File: src/rtl/hssl_rx_link_monitor.sv
// Receive-side link monitor for the HSSL transceiver: acquires word sync from K28.5,
// forwards clean data while locked, and requests a datapath reset on lock loss or timeout.
module hssl_rx_link_monitor #(
    parameter int SYNC_COUNT   = 16,
    parameter int ERR_LIMIT    = 4,
    parameter int ERR_WINDOW   = 1024,
    parameter int LOCK_TIMEOUT = 65536,
    parameter int RESET_PULSE  = 16
) (
    input  logic        clk_in,
    input  logic        reset_in,
    input  logic        rx_reset_done_in,
    input  logic [31:0] rx_data_in,
    input  logic [3:0]  rx_charisk_in,
    input  logic [3:0]  rx_disperr_in,
    input  logic [3:0]  rx_encerr_in,
    input  logic        rx_bufstatus_in,
    output logic [31:0] rx_data_out,
    output logic        rx_vld_out,
    output logic        link_up_out,
    output logic        rx_reset_datapath_out,
    output logic [15:0] err_cnt_out,
    output logic [7:0]  lock_loss_cnt_out
);

    localparam int SC_W = $clog2(SYNC_COUNT + 1);
    localparam int TO_W = (LOCK_TIMEOUT > 2) ? $clog2(LOCK_TIMEOUT) : 1;
    localparam int WN_W = (ERR_WINDOW > 2) ? $clog2(ERR_WINDOW) : 1;
    localparam int EL_W = $clog2(ERR_LIMIT + 1);
    localparam int PL_W = (RESET_PULSE > 2) ? $clog2(RESET_PULSE) : 1;

    localparam logic [SC_W-1:0] SYNC_TARGET = SC_W'(SYNC_COUNT);
    localparam logic [TO_W-1:0] TO_LAST     = TO_W'(LOCK_TIMEOUT - 1);
    localparam logic [WN_W-1:0] WIN_LAST    = WN_W'(ERR_WINDOW - 1);
    localparam logic [EL_W-1:0] ERR_TARGET  = EL_W'(ERR_LIMIT);
    localparam logic [PL_W-1:0] PULSE_LAST  = PL_W'(RESET_PULSE - 1);

    typedef enum logic [2:0] {
        ST_RESET,
        ST_HUNT,
        ST_VERIFY,
        ST_LOCKED,
        ST_RESYNC
    } state_t;

    state_t state, state_nxt;

    logic [SC_W-1:0] sync_cnt;
    logic [TO_W-1:0] to_cnt;
    logic [WN_W-1:0] win_cnt;
    logic [EL_W-1:0] win_err;
    logic [PL_W-1:0] pulse_cnt;

    logic [31:0] data_p1;
    logic        vld_p1;
    logic        link_up_p1;
    logic        rst_dp_p1;
    logic [15:0] err_cnt_p1;
    logic [7:0]  loss_cnt_p1;

    function automatic logic [15:0] sat_inc16(input logic [15:0] v);
        return (&v) ? v : v + 16'd1;
    endfunction

    function automatic logic [7:0] sat_inc8(input logic [7:0] v);
        return (&v) ? v : v + 8'd1;
    endfunction

    logic w_err, w_sync, w_data;
    logic to_hit, win_wrap, lim_hit, sync_done, pulse_done;

    assign w_err  = (|rx_disperr_in) | (|rx_encerr_in) | rx_bufstatus_in;
    assign w_sync = !w_err && (rx_charisk_in == 4'b0001) && (rx_data_in[7:0] == 8'hBC);
    assign w_data = !w_err && (rx_charisk_in == 4'b0000);

    assign to_hit     = (to_cnt == TO_LAST);
    assign win_wrap   = (win_cnt == WIN_LAST);
    // The limiting error counts against the current window even on a wrap cycle.
    assign lim_hit    = w_err && ((win_err + EL_W'(1)) == ERR_TARGET);
    assign sync_done  = ((sync_cnt + SC_W'(1)) == SYNC_TARGET);
    assign pulse_done = (pulse_cnt == PULSE_LAST);

    always_comb begin
        state_nxt = state;
        case (state)
            ST_RESET:  if (rx_reset_done_in) state_nxt = ST_HUNT;
            ST_HUNT: begin
                if (!rx_reset_done_in)  state_nxt = ST_RESET;
                else if (to_hit)        state_nxt = ST_RESYNC;
                else if (w_sync)        state_nxt = ST_VERIFY;
            end
            ST_VERIFY: begin
                if (!rx_reset_done_in)         state_nxt = ST_RESET;
                else if (to_hit)               state_nxt = ST_RESYNC;
                else if (w_sync && sync_done)  state_nxt = ST_LOCKED;
                else if (w_err)                state_nxt = ST_HUNT;
            end
            ST_LOCKED: begin
                if (!rx_reset_done_in)  state_nxt = ST_RESET;
                else if (lim_hit)       state_nxt = ST_RESYNC;
            end
            ST_RESYNC: if (pulse_done) state_nxt = ST_RESET;
            default:   state_nxt = ST_RESET;
        endcase
    end

    always_ff @(posedge clk_in or posedge reset_in) begin
        if (reset_in) begin
            state     <= ST_RESET;
            sync_cnt  <= '0;
            to_cnt    <= '0;
            win_cnt   <= '0;
            win_err   <= '0;
            pulse_cnt <= '0;
        end else begin
            state <= state_nxt;

            if (state == ST_HUNT)
                sync_cnt <= w_sync ? SC_W'(1) : '0;
            else if (state == ST_VERIFY) begin
                if (w_sync)     sync_cnt <= sync_cnt + SC_W'(1);
                else if (w_err) sync_cnt <= '0;
            end else
                sync_cnt <= '0;

            // Timeout spans HUNT and VERIFY together; only other states clear it.
            if (state == ST_HUNT || state == ST_VERIFY)
                to_cnt <= to_cnt + TO_W'(1);
            else
                to_cnt <= '0;

            if (state == ST_LOCKED) begin
                win_cnt <= win_wrap ? '0 : win_cnt + WN_W'(1);
                if (w_err)         win_err <= win_wrap ? EL_W'(1) : win_err + EL_W'(1);
                else if (win_wrap) win_err <= '0;
            end else begin
                win_cnt <= '0;
                win_err <= '0;
            end

            pulse_cnt <= (state == ST_RESYNC) ? pulse_cnt + PL_W'(1) : '0;
        end
    end

    // Output register stage: state-derived flags, statistics and forwarded data.
    always_ff @(posedge clk_in or posedge reset_in) begin
        if (reset_in) begin
            data_p1     <= '0;
            vld_p1      <= 1'b0;
            link_up_p1  <= 1'b0;
            rst_dp_p1   <= 1'b0;
            err_cnt_p1  <= '0;
            loss_cnt_p1 <= '0;
        end else begin
            link_up_p1 <= (state_nxt == ST_LOCKED);
            rst_dp_p1  <= (state_nxt == ST_RESYNC);
            vld_p1     <= (state == ST_LOCKED) && w_data;
            if ((state == ST_LOCKED) && w_data)
                data_p1 <= rx_data_in;
            if ((state == ST_LOCKED) && w_err)
                err_cnt_p1 <= sat_inc16(err_cnt_p1);
            if ((state == ST_LOCKED) && (state_nxt == ST_RESYNC))
                loss_cnt_p1 <= sat_inc8(loss_cnt_p1);
        end
    end

    assign rx_data_out           = data_p1;
    assign rx_vld_out            = vld_p1;
    assign link_up_out           = link_up_p1;
    assign rx_reset_datapath_out = rst_dp_p1;
    assign err_cnt_out           = err_cnt_p1;
    assign lock_loss_cnt_out     = loss_cnt_p1;

endmodule

File: config.mk
export PLATFORM = sky130hd
export DESIGN_NAME = hssl_rx_link_monitor
export DESIGN_NICKNAME = d
export VERILOG_FILES = /design/src/rtl/hssl_rx_link_monitor.sv
export SDC_FILE = /design/constraint.sdc
export NUM_CORES = 1
export LEC_CHECK = 0
export ABC_CLOCK_PERIOD_IN_PS = 5250
export BUFFER_PORTS_ARGS = -buffer_cell sky130_fd_sc_hd__buf_2
export CORE_MARGIN = 2
export CORE_UTILIZATION = 40
export DETAILED_ROUTE_END_ITERATION = 6
export GPL_ROUTABILITY_DRIVEN = 0
export GPL_TIMING_DRIVEN = 0
export SLEW_MARGIN = 20
export SYNTH_ARGS = -nofsm -noshare
export SYNTH_HDL_FRONTEND = slang
export SYNTH_SLANG_ARGS = --single-unit
File: constraint.sdc
create_clock -name clk_in -period 5.25 [get_ports clk_in]
set_input_delay 0.525 -clock clk_in [delete_from_list [all_inputs] [get_ports clk_in]]
set_output_delay 0.525 -clock clk_in [all_outputs]
set_load 0.02 [all_outputs]
[Word level (Yosys, flattened, before mapping)]
Index checks and enable logic that the tools add are counted.
Cells by class
  add/sub/neg operators: 7
  equal/unequal tests: 15
  multiplexer cells: 25
  bitwise logic cells: 4
  reductions and logical operators: 18
Operator list (count)
  $mux W3: 15
  $add A16 B1 Y16 const B: 2
  $mux W10: 2
  $mux W5: 4
  $eq A16 B16 Y1 const B: 1
  $mux W16: 1
  $reduce_and A16 Y1: 1
  $pmux W3 S5: 1
  $add A10 B1 Y10 const B: 1
  $eq A10 B10 Y1 const B: 1
  $eq A3 B2 Y1 const B: 3
  $eq A3 B3 Y1 const B: 3
  $add A8 B1 Y8 const B: 1
  $eq A8 B8 Y1 const B: 1
  $logic_and A1 B1 Y1: 8
  $reduce_and A8 Y1: 1
  $reduce_or A4 Y1: 2
  $add A5 B1 Y5 const B: 1
  $eq A5 B5 Y1 const B: 1
  $add A4 B1 Y4 const B: 1
  $eq A4 B1 Y1 const B: 1
  $eq A4 B4 Y1 const B: 1
  $logic_not A4 Y1: 1
  $mux W4: 1
  other kinds (11): 14
Storage, ports and cells
  flip-flop bits (word level): 100
  input port bits: 48
  output and inout port bits: 59
  logic and storage cells: 81

[Logic depth before layout (Yosys ltp)]
  depth after elaboration: 14
  mapped depth: 7
  depth with buffers taken out: 7

[Worst setup path before layout]
Ideal clock, no wire load.
  path kind: input -> register
  from: input rx_disperr_in[2]
  to: register data_p1[0], in the netlist rx_data_out[0]
  setup time: 0.128 ns
  data arrival time: 2.072 ns
  data required time: 5.122 ns
  slack: 3.051 ns
  stages on the path: 5
  buffers on the path: 1
  cell sequence: nor4_1 nand3_2 nor4_4 buf_2 mux2_1
On the way
  cells in the longest elaborated chain, start to end: 6
Ends and longest elaborated chain
  start, declared: line 15  | input logic [3:0] rx_disperr_in,
  $reduce_or A4 Y1: line 72  | assign w_err = (|rx_disperr_in) | (|rx_encerr_in) | rx_bufstatus_in;
  $or A1 B1 Y1 (2 in a row): line 72
  $logic_not A1 Y1: line 74  | assign w_data = !w_err && (rx_charisk_in == 4'b0000);
  $logic_and A1 B1 Y1: line 74
  $logic_and A1 B1 Y1: line 158  | if ((state == ST_LOCKED) && w_data)
  end signal, assigned: line 159  | data_p1 <= rx_data_in;
  end, declared: line 54  | logic [31:0] data_p1;
No other way between the ends.
A chain may end at the register's enable or synchronous reset.

[Worst setup path after layout]
  from: input rx_disperr_in[2]
  to: register data_p1[1], in the netlist rx_data_out[1]
Same word-level chain as after synthesis.

==> reports/results.ini <==
[outcome]
status=finished, final reports clean

[sta]
fin_setup_tns_ns=0
worst_pin_slew_ns=0.6660
maxSlewHeadroom=0.5549
fin_skew_ns=0.009478
max_freq_ghz=0.4542
finalMaxSlewViolations=0
rsz0062_at_grt=false
fin_crit_sh=0.4193
hold_violations=0
period_needed_ns=2.202
setup_viol=0

[floorplan]
fp.dieW_um=109.8
rows=38
start_util=0.4115
core_area_mm2=0.01089
die-area_mm2=0.01206
ios=107
die_h_um=109.8

[synthesis]
synth_largest_area_cell=dfrtp_1
synth.avg_cell_area_um2=11.67
netlist_area_mm2=0.004481
synth_area_leaders=dfrtp_1, mux2_1, xnor2_1
ys_seq_area_frac=0.5585
synth_nets=441
syn_inst=384
synth_edf_count=0
synth_flop_cell=dfrtp_1
yosys_warnings=0
synth_seq_cells=100
async_flop_share=1.000
synth.top_cell.area_share=0.5585
yosys.cell_types.count=50

[route]
totalWireLength_um=8517
drc=0
drtIter0Drc=109
wl_per_cell_um=13.16
viasPerCell=4.883
ant_nets=0
first_pass_iters=4
num_vias=3159

[setup_path]
critPathKind=input port to flip-flop
cp_slowest_cell=nor4_4
cpMostUsedCell=buf_2
required_ns=5.50
cp_cell_sequence=buf_2, nor4_1, nand3_2, nor4_4, buf_2, mux2_1
worstPathArrival_ns=2.45
critPathCaptureType=flip-flop
critical-path-top-delay-family=simple AND/OR/NAND/NOR gates
cp-start-kind=input port
critPathBufInv=2
slowest_delay_ns=0.47
worstPathMaxFanout=10

[clock_network]
cts.sinks=100
cts_tree=yes
htreeDepth=3
cts_buffers=9
cts_root_buffer=clkbuf_8
post-cts-setup-buffer-count=0
clk_latency_ns=0.36
clk_path_buf_depth=2
cts.clk_slew.worst_paths_ns=0.09
cts-resized-gates=0
hold_buffers=0

[global_routing]
grtUsageTotal=0.1473
busiest_layer=met2
grt_start_max_net_pins=62
grt_pass1_vias=3025
antenna_found_initial=0
gr-usage-met1=0.2044
grtUsageMet3=0.02905
overflow=0
grt_pass1_wl_um=13920
grtUsageMet2=0.2235

[power]
peakVddDrop_v=0.0001164
power_leakage_nw=2.797
powerDensity_mw_per_mm2=253.9

[finish]
fin_util=0.4997
antenna_cells=0
final_cell_area_mm2=0.005440
fin_nets=559
drive_gt1_frac=0.2959
synthToLayoutAreaGrowth_pct=21.42
num-fill-cells=1004

[placement]
port_buffers=106
dp_hpwl_um=6288
placed_area_mm2=0.005219

[min_path]
hold_path.class=input port to asynchronous set/reset pin

[run]
cap_violations=0

-- cell families after synthesis --
kind of cell / count (synthesis) / synth area share
AO/OA/AOI/OAI: 27 / 0.04356
adder cells (fa/ha/maj): 9 / 0.02513
multiplexers: 36 / 0.08992
XOR/XNOR: 44 / 0.08601
buffers and inverters: 12 / 0.01452
AND/OR/NAND/NOR: 156 / 0.1824
flip-flops: 100 / 0.5585
-- synthesized netlist by cell type, types with 7 or more instances --
cell type,count
xnor2_1,24
a21oi_1,10
dfrtp_1,100
nor2_1,52
and3_1,9
nand2_1,26
nand4_1,8
xor2_1,20
nand3_1,24
ha_1,9
mux2_1,29
nor3_1,7
-- placed cells by master, fill, tap and decap left out, drive strengths merged, types with 6 or more instances in the layout --
cell type	count
a21oi	10
and3	10
buf	112
clkbuf	12
dfrtp	100
ha	9
inv	6
mux2	34
nand2	26
nand3	25
nand4	8
nor2	52
nor3	7
o21ai	6
xnor2	24
xor2	20
-- registers in the layout, summed over array words and instances (netlist names) --
signal                 flops
rx_data_out               32
err_cnt_out               16
to_cnt                    16
win_cnt                   10
lock_loss_cnt_out          8
sync_cnt                   5
pulse_cnt                  4
state                      3
win_err                    3
link_up_out                1
rx_reset_datapath_out      1
rx_vld_out                 1
-- per-layer routing --
metal,part of all wire,vias up
met5,0,-
met2,0.43,95
met4,0.014,0
li1,-,1565
met1,0.49,1488
met3,0.065,11
-- metrics by stage --
step,hold slack [ns],power [mW],cells,setup WS (ns)
6_report,0.1512,1.381,647,3.048
5_1_grt,0.1601,1.448,647,2.827
4_1_cts,0.1494,1.406,647,3.038
3_5_place_dp,0.4580,0.8616,631,2.642
3_3_place_gp,0.4588,0.8575,630,0.9539
2_1_floorplan,0.4330,0.8299,384,2.106
-- worst reg2reg max path, stage by stage, from the launching register on --
cell and delay, ns:
dfrtp_1 0.46, and2_1 0.24, nor2b_1 0.24, nand2_1 0.14
nor4b_2 0.65, nand4_1 0.19, xnor2_1 0.15
-- cell type report --
cell class	instances	area (µm²)	area share
inverter	4	20.02	0.003680
sequential	100	2502	0.4600
clock inverter	7	97.59	0.01794
buffer	8	50.05	0.009200
timing repair buffer	107	558.0	0.1026
multi-input combinational	272	1913	0.3517
clock buffer	9	123.9	0.02277
tap	140	175.2	0.03220
-- worst paths after layout --
path	startpoint	endpoint	slack [ns]	cells after the start
worst max-delay path	rx_disperr_in[2]	rx_data_out[1]	3.05	6
max in group asynchronous	reset_in	to_cnt[9]	4.49	3
worst max register to register	state[0]	err_cnt_out[9]	3.07	6
worst min-delay path	reset_in	win_cnt[6]	0.15	2
min in group clk_in	rx_data_in[18]	rx_data_out[18]	0.37	2
worst min register to register	pulse_cnt[0]	pulse_cnt[0]	0.47	1
-- where the power goes --
part | total, mW | leakage (nW) | switching, mW | internal [mW]
registers | 0.782 | 1.39 | 0.00629 | 0.775
logic | 0.0627 | 1.30 | 0.0369 | 0.0258
clock network | 0.537 | 0.106 | 0.266 | 0.271
total | 1.38 | 2.80 | 0.310 | 1.07
(Power assumes the default switching activity.)
